$ cat src/rtl/disp_share_arbiter.sv
// rtl/disp_share_arbiter.sv - round-robin arbiter sharing one 7-segment display driver (option: DISP_ARB_PREEMPT_EN)
module disp_share_arbiter #(
    parameter int NUM_REQ     = 4,
    parameter int HOLD_CYCLES = 100_000_000
) (
    input  logic                          clk,
    input  logic                          rst,
    input  logic [NUM_REQ-1:0]            req,
    input  logic [NUM_REQ*16-1:0]         bcd_in,
    output logic [NUM_REQ-1:0]            gnt,
    output logic [$clog2(NUM_REQ)-1:0]    gnt_id,
    output logic [15:0]                   bcd_out,
    output logic                          disp_en
);

    localparam int IDW = $clog2(NUM_REQ);
    localparam int CW  = $clog2(HOLD_CYCLES + 1);
    localparam logic [CW-1:0] HOLD_MAX = CW'(HOLD_CYCLES - 1);

    typedef enum logic {IDLE, GRANT} state_t;

    state_t             state;
    logic [IDW-1:0]     last;
    logic [CW-1:0]      hold_cnt;
    logic [NUM_REQ-1:0] others;
    logic [IDW-1:0]     pick;
    logic [IDW-1:0]     target;
    logic               do_grant;
    logic               go_idle;

    // First set bit of m scanning upward from (from+1) with wrap; the start
    // point itself is checked last, so it only wins when it is alone.
    function automatic logic [IDW-1:0] rr_pick(input logic [NUM_REQ-1:0] m,
                                               input logic [IDW-1:0]     from);
        logic [IDW-1:0] sel;
        logic           found;
        int             j;
        sel   = from;
        found = 1'b0;
        for (int k = 1; k <= NUM_REQ; k++) begin
            j = (int'(from) + k) % NUM_REQ;
            if (!found && m[j]) begin
                found = 1'b1;
                sel   = IDW'(j);
            end
        end
        return sel;
    endfunction

    // Competitors exclude the current winner; in IDLE gnt is zero so this is req.
    assign others = req & ~gnt;
    assign pick   = rr_pick(others, last);

    // Decide this cycle's action: new grant (with its target), drop to idle, or stay.
    always_comb begin
        do_grant = 1'b0;
        go_idle  = 1'b0;
        target   = pick;
        case (state)
            IDLE: do_grant = |req;
            GRANT: begin
`ifdef DISP_ARB_PREEMPT_EN
                if (req[0] && gnt_id != '0) begin
                    do_grant = 1'b1;
                    target   = '0;
                end else
`endif
                if (!req[gnt_id]) begin
                    if (|others) do_grant = 1'b1;
                    else         go_idle  = 1'b1;
                end else if (hold_cnt == HOLD_MAX && |others
`ifdef DISP_ARB_PREEMPT_EN
                             && gnt_id != '0
`endif
                            ) begin
                    do_grant = 1'b1;
                end
            end
            default: go_idle = 1'b1;
        endcase
    end

    // Registered grant state, display outputs and hold counter.
    always_ff @(posedge clk or posedge rst) begin
        if (rst) begin
            state    <= IDLE;
            gnt      <= '0;
            gnt_id   <= '0;
            last     <= IDW'(NUM_REQ - 1);
            bcd_out  <= 16'h0000;
            disp_en  <= 1'b0;
            hold_cnt <= '0;
        end else if (do_grant) begin
            state    <= GRANT;
            gnt      <= NUM_REQ'(1) << target;
            gnt_id   <= target;
            last     <= target;
            bcd_out  <= bcd_in[int'(target)*16 +: 16];
            disp_en  <= 1'b1;
            hold_cnt <= '0;
        end else if (go_idle) begin
            state    <= IDLE;
            gnt      <= '0;
            disp_en  <= 1'b0;
            hold_cnt <= '0;
        end else if (state == GRANT) begin
            bcd_out <= bcd_in[int'(gnt_id)*16 +: 16];
            if (hold_cnt != HOLD_MAX) hold_cnt <= hold_cnt + CW'(1);
        end
    end

endmodule

$ cat config.mk
export PLATFORM = sky130hd
export DESIGN_NAME = disp_share_arbiter
export DESIGN_NICKNAME = d
export VERILOG_FILES = /design/src/rtl/disp_share_arbiter.sv
export SDC_FILE = /design/constraint.sdc
export NUM_CORES = 1
export LEC_CHECK = 0
export CAP_MARGIN = 30
export CORE_UTILIZATION = 40
export CTS_BUF_LIST = sky130_fd_sc_hd__clkbuf_4 sky130_fd_sc_hd__clkbuf_8
export CTS_CLUSTER_DIAMETER = 60
export DETAILED_ROUTE_END_ITERATION = 10
export DONT_BUFFER_PORTS = 1
export GPL_TIMING_DRIVEN = 0
export HOLD_SLACK_MARGIN = 0.15
export SLEW_MARGIN = 20
export SYNTH_ARGS = -nofsm -noshare
export SYNTH_HDL_FRONTEND = slang
export SYNTH_SLANG_ARGS = --single-unit
$ cat constraint.sdc
create_clock -name clk -period 5.1 [get_ports clk]
set_clock_uncertainty 0.15 [all_clocks]
set_input_delay 0.51 -clock clk [delete_from_list [all_inputs] [get_ports clk]]
set_output_delay 0.51 -clock clk [all_outputs]
set_load 0.02 [all_outputs]
# [Word-level counts from Yosys, hierarchy flattened]
# Cells that the tools add are included.
[totals] wordCells=87 latchBits=0 regBits=52 mem_bits_rw=0 romBits=0 memories=0
[op_classes] shifts=3 mux=39 order_cmp=5 mul=0 bitwise=7 addsub=5 reduce_logical=19 div=0 n_eq_ne=3
[op_table] operator="indexed part select 64 x 7 -> 16 bit" n=2
[op_table] operator="2-to-1 mux 27 bit" n=4
[op_table] operator="2-to-1 mux 16 bit" n=3
[op_table] operator="adder 27 x 1 -> 27 bit (second input constant)" n=1
[op_table] operator="== test 27 bit (second input constant)" n=1
[op_table] operator="inequality test 27 bit (second input constant)" n=1
[op_table] operator="2-to-1 mux 1 bit" n=20
[op_table] operator="< comparator 3 x 4 -> 1 bit (second input constant)" n=4
[op_table] operator="binary-select mux 1 bit (select 2 bit)" n=5
[op_table] operator="2-to-1 mux 2 bit" n=4
[op_table] operator="2-to-1 mux 4 bit" n=2
[op_table] operator="OR reduction 2 bit" n=4
[op_table] operator="OR reduction 4 bit" n=2
[op_table] operator="nonzero test 3 bit" n=2
[op_table] operator="adder 2 x 1 -> 2 bit (second input constant)" n=2
[op_table] operator="adder 2 bit (second input constant)" n=2
[op_table] operator="AND 1 bit (first input constant)" n=4
[op_table] operator="AND 4 bit" n=1
[op_table] operator="logical AND 1 bit" n=4
[op_table] operator="inverter 4 bit" n=1
[op_table] operator="AND reduction 2 bit" n=2
[op_table] operator="nonzero test 2 bit" n=2
[op_table] operator="left shift 1 x 2 -> 4 bit (first input constant)" n=1
[op_table] operator="logical NOT 1 bit" n=3
[op_table] operator="4 further kinds" n=4

# [Longest topological paths before layout]
[logic_depth] depth_word=18 ltp_mapped=12 depth_no_buf=9

# [Worst setup path after synthesis]
# No wires, ideal clock.
[synth_path] kind="flip-flop to flip-flop" startpoint="register hold_cnt[0]" endpoint="register bcd_out[15]" t_arrival_ns=2.346 setup_ns=0.145 setup_slack_ns=2.459 path_stages_with_launch=11 path_cell_list="dfrtp_1 ha_1 nand4_2 or4_4 o21ai_4 and3_1 buf_2 o21ai_1 buf_2 a211oi_1 a311oi_1"
[synth_between] elab_chain_cells=7 elab_cells_between_ends=9 cone_classes="2 x eq/ne; 4 x mux; 3 x reduce/logical"
[synth_rtl] item="from (decl)" line_no="24" text="logic [CW-1:0] hold_cnt;"
[synth_rtl] item="from (signal assigned)" line_no="108" text="if (hold_cnt != HOLD_MAX) hold_cnt <= hold_cnt + CW'(1);"
[synth_rtl] item="== test 27 bit *" line_no="71" text="end else if (hold_cnt == HOLD_MAX && |others"
[synth_rtl] item="logical AND 1 bit *" line_no="71"
[synth_rtl] item="2-to-1 mux 1 bit *" line_no="71"
[synth_rtl] item="2-to-1 mux 1 bit *" line_no="68" text="if (!req[gnt_id]) begin"
[synth_rtl] item="one-hot mux 1 bit (2 select lines) *" line_no="59" text="case (state)"
[synth_rtl] item="inequality test 2 bit (no source line) or nonzero test 2 bit (tied branches)"
[synth_rtl] item="AND reduction 2 bit (no source line)"
[synth_rtl] item="to (signal assigned)" line_no="98" text="bcd_out <= bcd_in[int'(target)*16 +: 16];"
[synth_rtl] item="to (signal assigned)" line_no="107" text="bcd_out <= bcd_in[int'(gnt_id)*16 +: 16];"
[synth_rtl] item="to (decl)" line_no="12" text="output logic [15:0] bcd_out,"
# Mark *: on every way between the ends. The rest lies on a longest branch, timed or not.
# A chain may end at the register's enable or synchronous reset.

# [Final worst setup path]
[layout_path] startpoint="register hold_cnt[0]" endpoint="register bcd_out[0]"
# Same word-level chain as after synthesis.

==> results.ini <==
[timing]
setup_tns_ns=0
tightest_slew_ns=0.8552
fin_crit_ns=3.092
holdWs_ns=0.1948
slew_violations=0
fmax_ghz=0.3234
rsz0062_at_grt=no
finalSetupViolations=0
hold_viol_final=0
relSlewSlack_pct=42.72
fin_crit_sh_pct=60.63

[cts]
cts_tree=built
clk_pin_slew_ns=0.09
cts-resized-gates=0
clkSinkCount=52
cts-htree-levels=2
clock_latency_ns=0.30
clock_path_buffers=2
clock-root-buffer=clkbuf_8
holdBufCountCts=1
cts_setup_buffers=0
cts_buffers=5

[status]
status=finished, final reports clean

[synth]
netlist-cell-type-count=48
synth_top_cell_area_share_pct=41.67
syn_nets=406
synth-edff-count=0
synth_largest_area_cell=dfrtp_1
synth-seq-cells=52
synth_area_per_cell_um2=8.964
async_flop_share_pct=100.0
synth_seq_area_share_pct=43.42
yosysWarnings=0
synth_area_leaders=dfrtp_1, nor2_1, nand2_1
synthCells=335
ys.flop_type=dfrtp_1
syn-cell-area_um2=3003

[layout]
area_delta_synth_final_pct=8.625
num-nets-final=415
multi_input_area_um2=1553
n_fill_cell=731
seq_area_um2=1304
final_cell_mix=nor2_1, dfrtp_1, nand2_1, nor3b_1, a211oi_1
antenna_cells=0
drive_gt1_share_pct=8.986

[drt]
num_vias=2491
drt-total-wl_um=7319
drt_iter0_markers=59
vias_per_cell=5.610
drt_first_pass_iters=5
drtAntennaViolNets=0
drc=0
routedWlPerCell_um=16.48

[global_routing]
antenna_found_initial=0
grt_pass1_vias=2378
grt_pass1_wl_um=11650
grt_overflow=0
grtUsageTotal_pct=19.52
grt_max_degree=30

[job]
cap_violations=0

[power_and_ir_drop]
p_per_area_nw_per_um2=578.3
leakagePower_nw=1.278
irDropWorstVdd_mv=0.5308

[worst_setup_path]
endpoint=bcd_out[0]$_DFFE_PP0P_
worstSetupStartpointType=register
path_class=register to register
reg2reg_to=bcd_out[0]$_DFFE_PP0P_
cp-startpoint=hold_cnt[0]$_DFFE_PP0P_
cp.required_ns=5.13
critPathCaptureType=register
timing.rr.start=hold_cnt[0]$_DFFE_PP0P_
r2r_setup_slack_ns=2.01
cp_max_fo=10
cp.arrival_ns=3.13
reg2reg_depth=10

[floorplanning]
die_width_um=88.65
dieArea_um2=7858
die_height_um=88.65
start_util_pct=41.40
core_um2=7253
io_pins=93
rows=31

[place]
place_hpwl_um=5465
routabilityCongestion=0.8537
portBuffers=0

[worst_hold_path]
min_path_type=primary input to register

final cells by class:
class	instances	area share [%]
repair buffers	2	1.151
clock buffers	8	2.992
flip-flops and latches	52	39.97
well taps	99	3.797
inverters	9	1.189
multi-input cells	258	47.60
plain buffers	16	3.299
registers in the layout (all words and copies together) (netlist names):
signal and cells:
bcd_out 16, hold_cnt 27, last 2, gnt 4, state 1, gnt_id 2
through the flow:
| stage | instances | cell area (µm²) | power [mW] | setup slack [ns] | utilization (%) |
|---|---|---|---|---|---|
| CTS | 444 | 3262 | 1.901 | 2.009 | 44.97 |
| floorplan | 335 | 3003 | 1.413 | 2.459 | - |
| detailed placement | 435 | 3154 | 1.650 | 2.022 | 43.49 |
| global route | 444 | 3262 | 2.024 | 1.797 | 44.97 |
| global placement | 434 | 3127 | 1.630 | 1.980 | 43.11 |
| finish | 444 | 3262 | 1.886 | 2.008 | 44.97 |
critical path, stage by stage (launching register included):
cell	delay (ns)
dfrtp_1	0.40
ha_1	0.24
nand4_2	0.15
or4_4	0.57
o21ai_4	0.19
and3_1	0.16
buf_2	0.17
o21ai_1	0.21
buf_2	0.31
a211oi_1	0.35
a311oi_1	0.08
logic make-up after synthesis:
family	after synthesis	synth area share, %
and+or+nand+nor	173	28.71
AOI/OAI and AO/OA	60	15.12
DFF	52	43.42
buffers and inverters	25	4.875
xor gates and xnor gates	23	6.708
muxes	1	0.7499
adders and majority gates	1	0.4166
worst min path at each step:
stage	from	cells past startpoint	slack (ns)	endpoint
floorplan	hold_cnt[26]$_DFFE_PP0P_	2	0.35	hold_cnt[26]$_DFFE_PP0P_
global placement	hold_cnt[26]$_DFFE_PP0P_	2	0.37	hold_cnt[26]$_DFFE_PP0P_
detailed placement	rst	1	0.37	bcd_out[6]$_DFFE_PP0P_
CTS	bcd_in[32]	2	0.19	bcd_out[0]$_DFFE_PP0P_
global route	bcd_in[35]	2	0.20	bcd_out[3]$_DFFE_PP0P_
finish	bcd_in[32]	2	0.19	bcd_out[0]$_DFFE_PP0P_
cells in the mapped netlist, types with 2 or more instances:
cell type	count
a211oi_1	17
a21oi_1	8
a311oi_1	16
and2_1	4
and3_1	7
buf_2	2
buf_4	2
buf_6	5
clkbuf_1	7
dfrtp_1	50
dfstp_2	2
inv_1	8
nand2_1	48
nand2b_1	5
nand3_1	9
nand4_1	7
nor2_1	50
nor2b_1	2
nor3_1	7
nor3b_1	17
nor4_1	4
o21ai_0	7
o22ai_1	2
or3_1	4
xnor2_1	11
xor2_1	12
routing by layer:
layer / vias up / wire length [µm] / track usage, %
met1: 1192 / 3431 / 26.07
met3: 6 / 373 / 4.011
li1: 1206 / - / -
met2: 87 / 3447 / 32.24
met4: 0 / 67 / 5.279
met5: - / 0 / 0
power by group:
| part | switching, mW | internal [mW] |
|---|---|---|
| sequential | 0.198 | 0.531 |
| combinational | 0.549 | 0.357 |
| clock | 0.131 | 0.122 |
Power figures use the tool's default switching activity.
